===== config.mk =====
export PLATFORM = sky130hd
export DESIGN_NAME = line_clearer_flat
export DESIGN_NICKNAME = d
export VERILOG_FILES = /design/src/rtl/line_clearer_pkg.sv /design/src/rtl/line_clearer_if.sv /design/src/rtl/line_clearer_row_is_full.sv /design/src/rtl/line_clearer.sv /design/src/flat_wrapper.sv
export SDC_FILE = /design/constraint.sdc
export NUM_CORES = 2
export LEC_CHECK = 0
export ABC_CLOCK_PERIOD_IN_PS = 6500
export BUFFER_PORTS_ARGS = -buffer_cell sky130_fd_sc_hd__buf_2
export CORE_AREA = 2 2 473 475
export DETAILED_ROUTE_END_ITERATION = 6
export DIE_AREA = 0 0 475 477
export PLACE_DENSITY_LB_ADDON = 0.25
export SYNTH_ARGS = -nofsm -noshare
export SYNTH_HDL_FRONTEND = slang
export SYNTH_HIERARCHICAL = 1
export SYNTH_SLANG_ARGS = --single-unit

===== constraint.sdc =====
create_clock -name clk_i -period 6.5 [get_ports clk_i]
set_clock_uncertainty 0.1 [all_clocks]
set_input_delay 0.65 -clock clk_i [delete_from_list [all_inputs] [get_ports clk_i]]
set_output_delay 0.65 -clock clk_i [all_outputs]
set_load 0.02 [all_outputs]

===== src/rtl/line_clearer_pkg.sv =====
// Shared playfield geometry, cell/row/field types, scoring constants and FSM
// encoding for the line clearer.
package line_clearer_pkg;

  localparam int FIELD_W = 10;
  localparam int FIELD_H = 20;
  localparam int CELL_W  = 3;
  localparam int LINES_W = 5;
  localparam int SCORE_W = 11;

  typedef logic [CELL_W-1:0]  cell_t;
  typedef cell_t [FIELD_W-1:0] row_t;
  typedef row_t [FIELD_H-1:0]  field_t;

  localparam logic [LINES_W-1:0] LAST_ROW = 5'd19;

  localparam logic [SCORE_W-1:0] SCORE_SINGLE = 11'd40;
  localparam logic [SCORE_W-1:0] SCORE_DOUBLE = 11'd100;
  localparam logic [SCORE_W-1:0] SCORE_TRIPLE = 11'd300;
  localparam logic [SCORE_W-1:0] SCORE_TETRIS = 11'd1200;

  typedef struct packed {
    field_t               field;
    logic [SCORE_W-1:0]   score;
    logic [LINES_W-1:0]   lines;
  } game_data_t;

  typedef enum logic [1:0] {
    ST_IDLE  = 2'd0,
    ST_CHECK = 2'd1,
    ST_SHIFT = 2'd2,
    ST_DONE  = 2'd3
  } state_t;

  function automatic logic [SCORE_W-1:0] score_lookup(input logic [LINES_W-1:0] lines);
    logic [SCORE_W-1:0] score;
    case (lines)
      5'd0:    score = 11'd0;
      5'd1:    score = SCORE_SINGLE;
      5'd2:    score = SCORE_DOUBLE;
      5'd3:    score = SCORE_TRIPLE;
      default: score = SCORE_TETRIS;
    endcase
    return score;
  endfunction

endpackage


===== src/rtl/line_clearer_if.sv =====
// Start/field request and cleaned-field result bundle between the game core
// (master) and the line clearer (slave).
interface line_clearer_if;
  import line_clearer_pkg::*;

  logic                 start_i;
  field_t               field_i;
  field_t               field_o;
  logic                 busy_o;
  logic                 done_o;
  logic [LINES_W-1:0]   lines_o;
  logic [SCORE_W-1:0]   score_add_o;

  modport slave (
    input  start_i, field_i,
    output field_o, busy_o, done_o, lines_o, score_add_o
  );

  modport master (
    output start_i, field_i,
    input  field_o, busy_o, done_o, lines_o, score_add_o
  );
endinterface


===== src/rtl/line_clearer_row_is_full.sv =====
// Combinational full-row detector: high when every cell of the row holds a
// non-zero colour.
module row_is_full
  import line_clearer_pkg::*;
(
  input  row_t row_i,
  output logic full_o
);

  // AND together the per-cell occupancy bits
  always_comb begin
    full_o = 1'b1;
    for (int c = 0; c < FIELD_W; c++) begin
      full_o = full_o & (|row_i[c]);
    end
  end

endmodule


===== src/rtl/line_clearer.sv =====
// Scans a locked playfield bottom-up one row per cycle, collapses every full
// row by shifting the rows above it down, and reports lines cleared and score.
module line_clearer
  import line_clearer_pkg::*;
(
  input  logic          clk_i,
  input  logic          rst_n_i,
  line_clearer_if.slave bus
);

  state_t               state_q, state_d;
  field_t               work_q, work_d;
  logic [LINES_W-1:0]   r_q, r_d;
  logic [LINES_W-1:0]   k_q, k_d;
  logic [LINES_W-1:0]   cnt_q, cnt_d;
  field_t               field_q, field_d;
  logic [LINES_W-1:0]   lines_q, lines_d;
  logic [SCORE_W-1:0]   score_q, score_d;
  logic                 busy_q, busy_d;
  logic                 done_q, done_d;
  row_t                 cur_row_s;
  logic                 row_full_s;

  assign cur_row_s = work_q[r_q];

  row_is_full u_row_is_full (
    .row_i  (cur_row_s),
    .full_o (row_full_s)
  );

  // Next-state, working-array update and result capture
  always_comb begin
    state_d = state_q;
    work_d  = work_q;
    r_d     = r_q;
    k_d     = k_q;
    cnt_d   = cnt_q;
    field_d = field_q;
    lines_d = lines_q;
    score_d = score_q;
    done_d  = 1'b0;
    case (state_q)
      ST_IDLE: begin
        if (bus.start_i) begin
          work_d  = bus.field_i;
          r_d     = LAST_ROW;
          cnt_d   = 5'd0;
          state_d = ST_CHECK;
        end else begin
          state_d = ST_IDLE;
        end
      end
      ST_CHECK: begin
        // The detecting cycle already performs the first row move, so a
        // full row at position r costs r+1 cycles in total.
        if (row_full_s) begin
          if (r_q == 5'd0) begin
            work_d[0] = '0;
            cnt_d     = cnt_q + 5'd1;
          end else begin
            work_d[r_q] = work_q[r_q - 5'd1];
            k_d         = r_q - 5'd1;
            state_d     = ST_SHIFT;
          end
        end else if (r_q != 5'd0) begin
          r_d = r_q - 5'd1;
        end else begin
          state_d = ST_DONE;
        end
      end
      ST_SHIFT: begin
        if (k_q == 5'd0) begin
          work_d[0] = '0;
          cnt_d     = cnt_q + 5'd1;
          state_d   = ST_CHECK;
        end else begin
          work_d[k_q] = work_q[k_q - 5'd1];
          k_d         = k_q - 5'd1;
        end
      end
      ST_DONE: begin
        field_d = work_q;
        lines_d = cnt_q;
        score_d = score_lookup(cnt_q);
        done_d  = 1'b1;
        state_d = ST_IDLE;
      end
      default: begin
        state_d = ST_IDLE;
      end
    endcase
    busy_d = (state_d == ST_CHECK) || (state_d == ST_SHIFT);
  end

  // State, working array and registered outputs
  always_ff @(posedge clk_i or negedge rst_n_i) begin
    if (!rst_n_i) begin
      state_q <= ST_IDLE;
      work_q  <= '0;
      r_q     <= 5'd0;
      k_q     <= 5'd0;
      cnt_q   <= 5'd0;
      field_q <= '0;
      lines_q <= 5'd0;
      score_q <= 11'd0;
      busy_q  <= 1'b0;
      done_q  <= 1'b0;
    end else begin
      state_q <= state_d;
      work_q  <= work_d;
      r_q     <= r_d;
      k_q     <= k_d;
      cnt_q   <= cnt_d;
      field_q <= field_d;
      lines_q <= lines_d;
      score_q <= score_d;
      busy_q  <= busy_d;
      done_q  <= done_d;
    end
  end

  assign bus.field_o     = field_q;
  assign bus.lines_o     = lines_q;
  assign bus.score_add_o = score_q;
  assign bus.busy_o      = busy_q;
  assign bus.done_o      = done_q;

endmodule


===== src/flat_wrapper.sv =====
// flat-port wrapper written by rule: the top's interface ports become plain ports
module line_clearer_flat import line_clearer_pkg::*;
  (clk_i, rst_n_i, bus_start_i, bus_field_i, bus_field_o, bus_busy_o, bus_done_o, bus_lines_o, bus_score_add_o);
  line_clearer_if bus_i ();
  input  logic clk_i;
  input  logic rst_n_i;
  input wire logic [$bits(bus_i.start_i)-1:0] bus_start_i;
  input wire logic [$bits(bus_i.field_i)-1:0] bus_field_i;
  output wire logic [$bits(bus_i.field_o)-1:0] bus_field_o;
  output wire logic [$bits(bus_i.busy_o)-1:0] bus_busy_o;
  output wire logic [$bits(bus_i.done_o)-1:0] bus_done_o;
  output wire logic [$bits(bus_i.lines_o)-1:0] bus_lines_o;
  output wire logic [$bits(bus_i.score_add_o)-1:0] bus_score_add_o;
  assign bus_i.start_i = bus_start_i;
  assign bus_i.field_i = bus_field_i;
  assign bus_field_o = bus_i.field_o;
  assign bus_busy_o = bus_i.busy_o;
  assign bus_done_o = bus_i.done_o;
  assign bus_lines_o = bus_i.lines_o;
  assign bus_score_add_o = bus_i.score_add_o;
  line_clearer u_core (.clk_i(clk_i), .rst_n_i(rst_n_i), .bus(bus_i));
endmodule

# Yosys cells after proc, flatten, opt, wreduce, memory -nomap -nowiden
# Index checks and enable logic that the tools add are counted.
# word_totals
elab_cells,508
regBits,1235
inputBits,603
# classes
order_cmp,6
n_eq_ne,16
reduce_logical,26
muxes,40
bitwise_logic,9
addsub,3
# ops
operator,n
case mux 600 bit (3 select lines),1
bitwise mux 600 bit,2
2-to-1 mux 600 bit,2
2-to-1 mux 570 bit,2
binary-select mux 30 bit (select 5 bit),3
demux 30 bit (select 5 bit),2
2-to-1 mux 30 bit,7
2-to-1 mux 5 bit,10
case mux 11 bit (4 select lines),1
OR reduction 3 bit,10
"less-than comparator 5 x 6 -> 1 bit, second input constant",4
case mux 5 bit (2 select lines),2
zero test 5 bit,3
case mux 5 bit (3 select lines),1
"equality test 5 x 2 -> 1 bit, second input constant",2
">= comparator 5 x 1 -> 1 bit, second input constant",2
AND reduction 5 bit,2
"subtractor 5 x 1 -> 5 bit, second input constant",2
bitwise AND 1 bit,9
2-to-1 mux 2 bit,4
"inequality test 2 x 1 -> 1 bit, second input constant",4
"inequality test 2 bit, second input constant",4
case mux 2 bit (4 select lines),1
AND reduction 4 bit,2
other kinds (12),18

# Logic depth before layout (Yosys ltp)
# depth
word_depth,16
depth_mapped,27
ltp_nobuf,16

# By module
# Netlist, hierarchy kept.
# modules_own_cells
mod,n_inst,seq_area_each_um2,area_each_um2,cells_each
line_clearer,1,30779.5,80223.2,8177
row_is_full,1,0.0,81.3,16

# Worst setup path after synthesis
# OpenSTA, ideal clock, no wires.
# synth_path
path_kind,reg2reg
start,register u_core.r_q[0]
end,register u_core/work_q[287] (netlist bit)
synth_period_minus_slack_ns,4.733
arrival_time_ns,4.506
path_buffers,12
setup_slack_ns,1.767
path_stages_with_launch,27
setup_time_ns,0.127
cell_sequence,dfrtp_1 buf_4 buf_4 buf_6 buf_6 buf_4 buf_4 buf_2 buf_4 mux4_2 a21oi_1 o22ai_1 nor3_1 nor2_1 nand4_1 nor3_2 nor2b_1 nor3_1 and3_1 clkbuf_1 nand2b_1 buf_2 buf_2 buf_2 o221ai_1 a21oi_1 or2_2
# synth_rtl
element,line_no,text
start: declaration,line_clearer.sv:13,"logic [LINES_W-1:0] r_q, r_d;"
start signal: assignment,line_clearer.sv:111,r_q <= r_d;
end signal: assignment,line_clearer.sv:110,work_q <= work_d;
end: declaration,line_clearer.sv:12,"field_t work_q, work_d;"

==> results.txt <==
HP Class: input port to register
Drt first pass iters: 7
Max-Cap Viols: 1
Critical path arrival: 6.79 ns
Num CTS Buffers: 152
RSZ-0062 raised after global routing: no
Routed length on met1: 169,000 um
Starting Density: 36.3%
Clock root cell: clkbuf_16
Tcrit/Tclk final: 94.9%
Post-synth cell types: 73
Area delta synth->final: 19.8%
Max Root-Sink Buffers: 3
Final ANT Viol Nets: 0
First-pass GRT wire length: 646,000 um
DP Wirelength: 340,000 um
Fill cell count: 21.5k
CTS tree: done
Failing checks: capacitance limit
Global-route usage over all layers: 40.2%
Vias in the first global route: 78.3k
Clk_lat worst skew: 0.88 ns
Avg Inst Size Synth: 9.80 sq um
Clock tree sinks: 1,230
Vias: 83.5k
Initial antenna violation count: 75
Multi-input gate area: 46,300 sq um
Die Span Y: 477 um
Rel. slew slack: 1.86%
Worst path max stage delay: 0.67 ns
CP max FO: 46
Post-route DRC: 0
Synth warn: 6
Async S/R FF share, synth: 100%
Commonest non-fill, non-tap cell in the layout: dfrtp_1
Layout cell share with drive strength beyond 1: 32.4%
1st-iter DRT viols: 13.4k
Ys flop type: dfrtp_1
Register area: 30,800 sq um
Vias/cell: 6.85
Uppermost layer routed: met5
Nets@finish: 9,683
Fin. Hold Viols: 0
Final WL: 472,000 um
GRT Residual Overflow: 0
Critical path capture point type: register
Die area: 227,000 sq um
Crit-path leading delay family: simple AND/OR/NAND/NOR gates
# setup viols final: 0
Synth Cell Area: 80,300 sq um
Yosys reg bits: 1,230
Most frequent cells in the layout: dfrtp_1 (1,224), buf_2 (1,216), nor2_1 (860)
Detailed route wirelength on metal3: 54,000 um
Final Max Slew Viols: 0
CP dominant cell by count: buf_4
Largest net degree at the start of global routing: 202
Tmin final: 6.17 ns
Clock transition at path regs: 0.06 ns
Post-DR wirelength/cell: 38.7 um
I/O Pins: 1,221
Core Region: 221,000 sq um
Cell Rows: 173
Crit-path cells: buf_12 > buf_4 > mux4_2 > mux2i_1 > o22ai_1 > buf_4 > nor3_1 > nor2_1 > nand4_1 > nor3_2 > nor2b_1 > nor3_1 > buf_4 > nand3_4 > buf_12 > buf_4 > or3_1 > o21ai_0 > a21oi_1
CP Buf/Inv Count: 6
EDFF count, synth: 0
Port bufs: 1,217
Register area share after synthesis: 38.3%
Startpoint types: register
Worst Path Required: 7.12 ns
Chip Width: 475 um
Routability cong.: 0.997
Outcome: finished, violations left
Met2 wire len: 208,000 um
Setup TNS: 0 ns
CP max-delay cell: dfrtp_4
Crit path kind: register to register
Cells after synthesis: 8,193
Worst-Margin Slew: 1.47 ns
Htree depth: 4
Fmax achieved: 162 MHz
[layout make-up]
type	count	share of cell area [%]
clock inverter	68	1.23
sequential	1230	32.0
timing repair buffer	1587	9.99
antenna	33	0.0858
inverter	56	0.226
clock buffer	204	4.44
tap	2975	3.87
multi-input combinational	6035	48.2
[sequential cells by signal, summed over array words and instances, names as in the netlist]
signal and flops:
u_core/bus.done_o 1, u_core/state_q 2, u_core/k_q 5, u_core/bus.busy_o 1
u_core/r_q 5, u_core/bus.score_add_o 6, u_core/work_q 600, u_core/bus.lines_o 5
u_core/cnt_q 5, u_core/bus.field_o 600
[metal layers]
layer | up-vias | track usage (%)
li1 | 33000 | -
met1 | 42000 | 49.3
met2 | 6916 | 61.1
met3 | 1627 | 11.2
met4 | 52 | 27.8
met5 | - | 0
[metrics by stage]
step                      worst slack, ns  cells  util (%)  hold slack, ns  instance area [sq um]
after floorplan                      1.77   8195         -           0.254                  80300
after global placement              0.708  11800      40.5           0.385                  89800
after detailed placement            0.697  11800      40.5           0.390                  89800
after CTS                           0.684  12200      43.4        0.000164                  96200
after global routing                0.246  12200      43.4          0.0199                  96200
final                               0.331  12200      43.5          0.0391                  96200
[path summary, 6_finish.rpt]
| path | startpoint | end | slack, ns | cells after the start |
|---|---|---|---|---|
| worst max-delay path | u_core/r_q[1] | u_core/work_q[471] | 0.33 | 19 |
| worst min-delay path | bus_field_i[401] | u_core/work_q[401] | 0.04 | 3 |
| worst max register to register | u_core/r_q[1] | u_core/work_q[471] | 0.33 | 19 |
| worst min register to register | u_core/bus.field_o[391] | u_core/bus.field_o[391] | 0.40 | 1 |
| max in group asynchronous | rst_n_i | u_core/work_q[274] | 4.09 | 4 |
| min in group asynchronous | rst_n_i | u_core/bus.field_o[593] | 0.27 | 2 |
[worst reg2reg max path, delay by kind of cell, from the launching register on]
family / cells / cell delay [ns]
AOI/OAI and AO/OA: 3 / 0.70
buffers and inverters: 6 / 1.67
DFF: 1 / 0.67
muxes: 2 / 0.42
and+or+nand+nor: 8 / 2.47
[synthesized netlist by cell type (20+ instances only)]
library cell	count	area share (%)
buf_4	36	0.34
or3_1	457	3.6
and3_1	25	0.19
mux4_2	408	11
nor3_1	184	1.1
a221oi_1	345	3.8
dfrtp_1	1230	38
a31oi_1	28	0.22
nor3b_1	74	0.69
o22ai_1	113	0.88
o211ai_1	23	0.22
clkbuf_1	629	2.9
nand2_1	393	1.8
buf_2	154	0.96
a2bb2oi_1	31	0.34
mux2i_1	176	2.2
buf_1	40	0.19
nand3_1	91	0.57
o21ai_0	822	5.1
inv_1	55	0.26
and2_1	22	0.17
o221ai_2	20	0.37
o221ai_1	276	3.0
mux2_2	652	9.1
or2_1	24	0.19
nor2_1	886	4.1
a22oi_1	44	0.41
nor2b_1	34	0.26
or2_2	38	0.30
a21oi_1	676	4.2
[logic make-up (layout without fill, tap and decap cells)]
family	after synthesis	in the layout	synth area share (%)
fa+ha+maj	18	18	0.280
compound gates	2489	2489	20.0
xor+xnor	9	9	0.108
mux	1236	1236	22.8
flops	1230	1230	38.3
other cells	1	36	0.00467
simple gates	2280	2280	13.6
buf+inv	930	1915	4.89
[timing repair]
action	CTS	global route
gates resized for setup	0	0
setup buffers	0	0
hold buffers	93	0
endpoints found under the hold margin	165	0
Power is not shown: default switching activity piles up to over one toggle a cycle in this logic, so the estimate is an artifact.
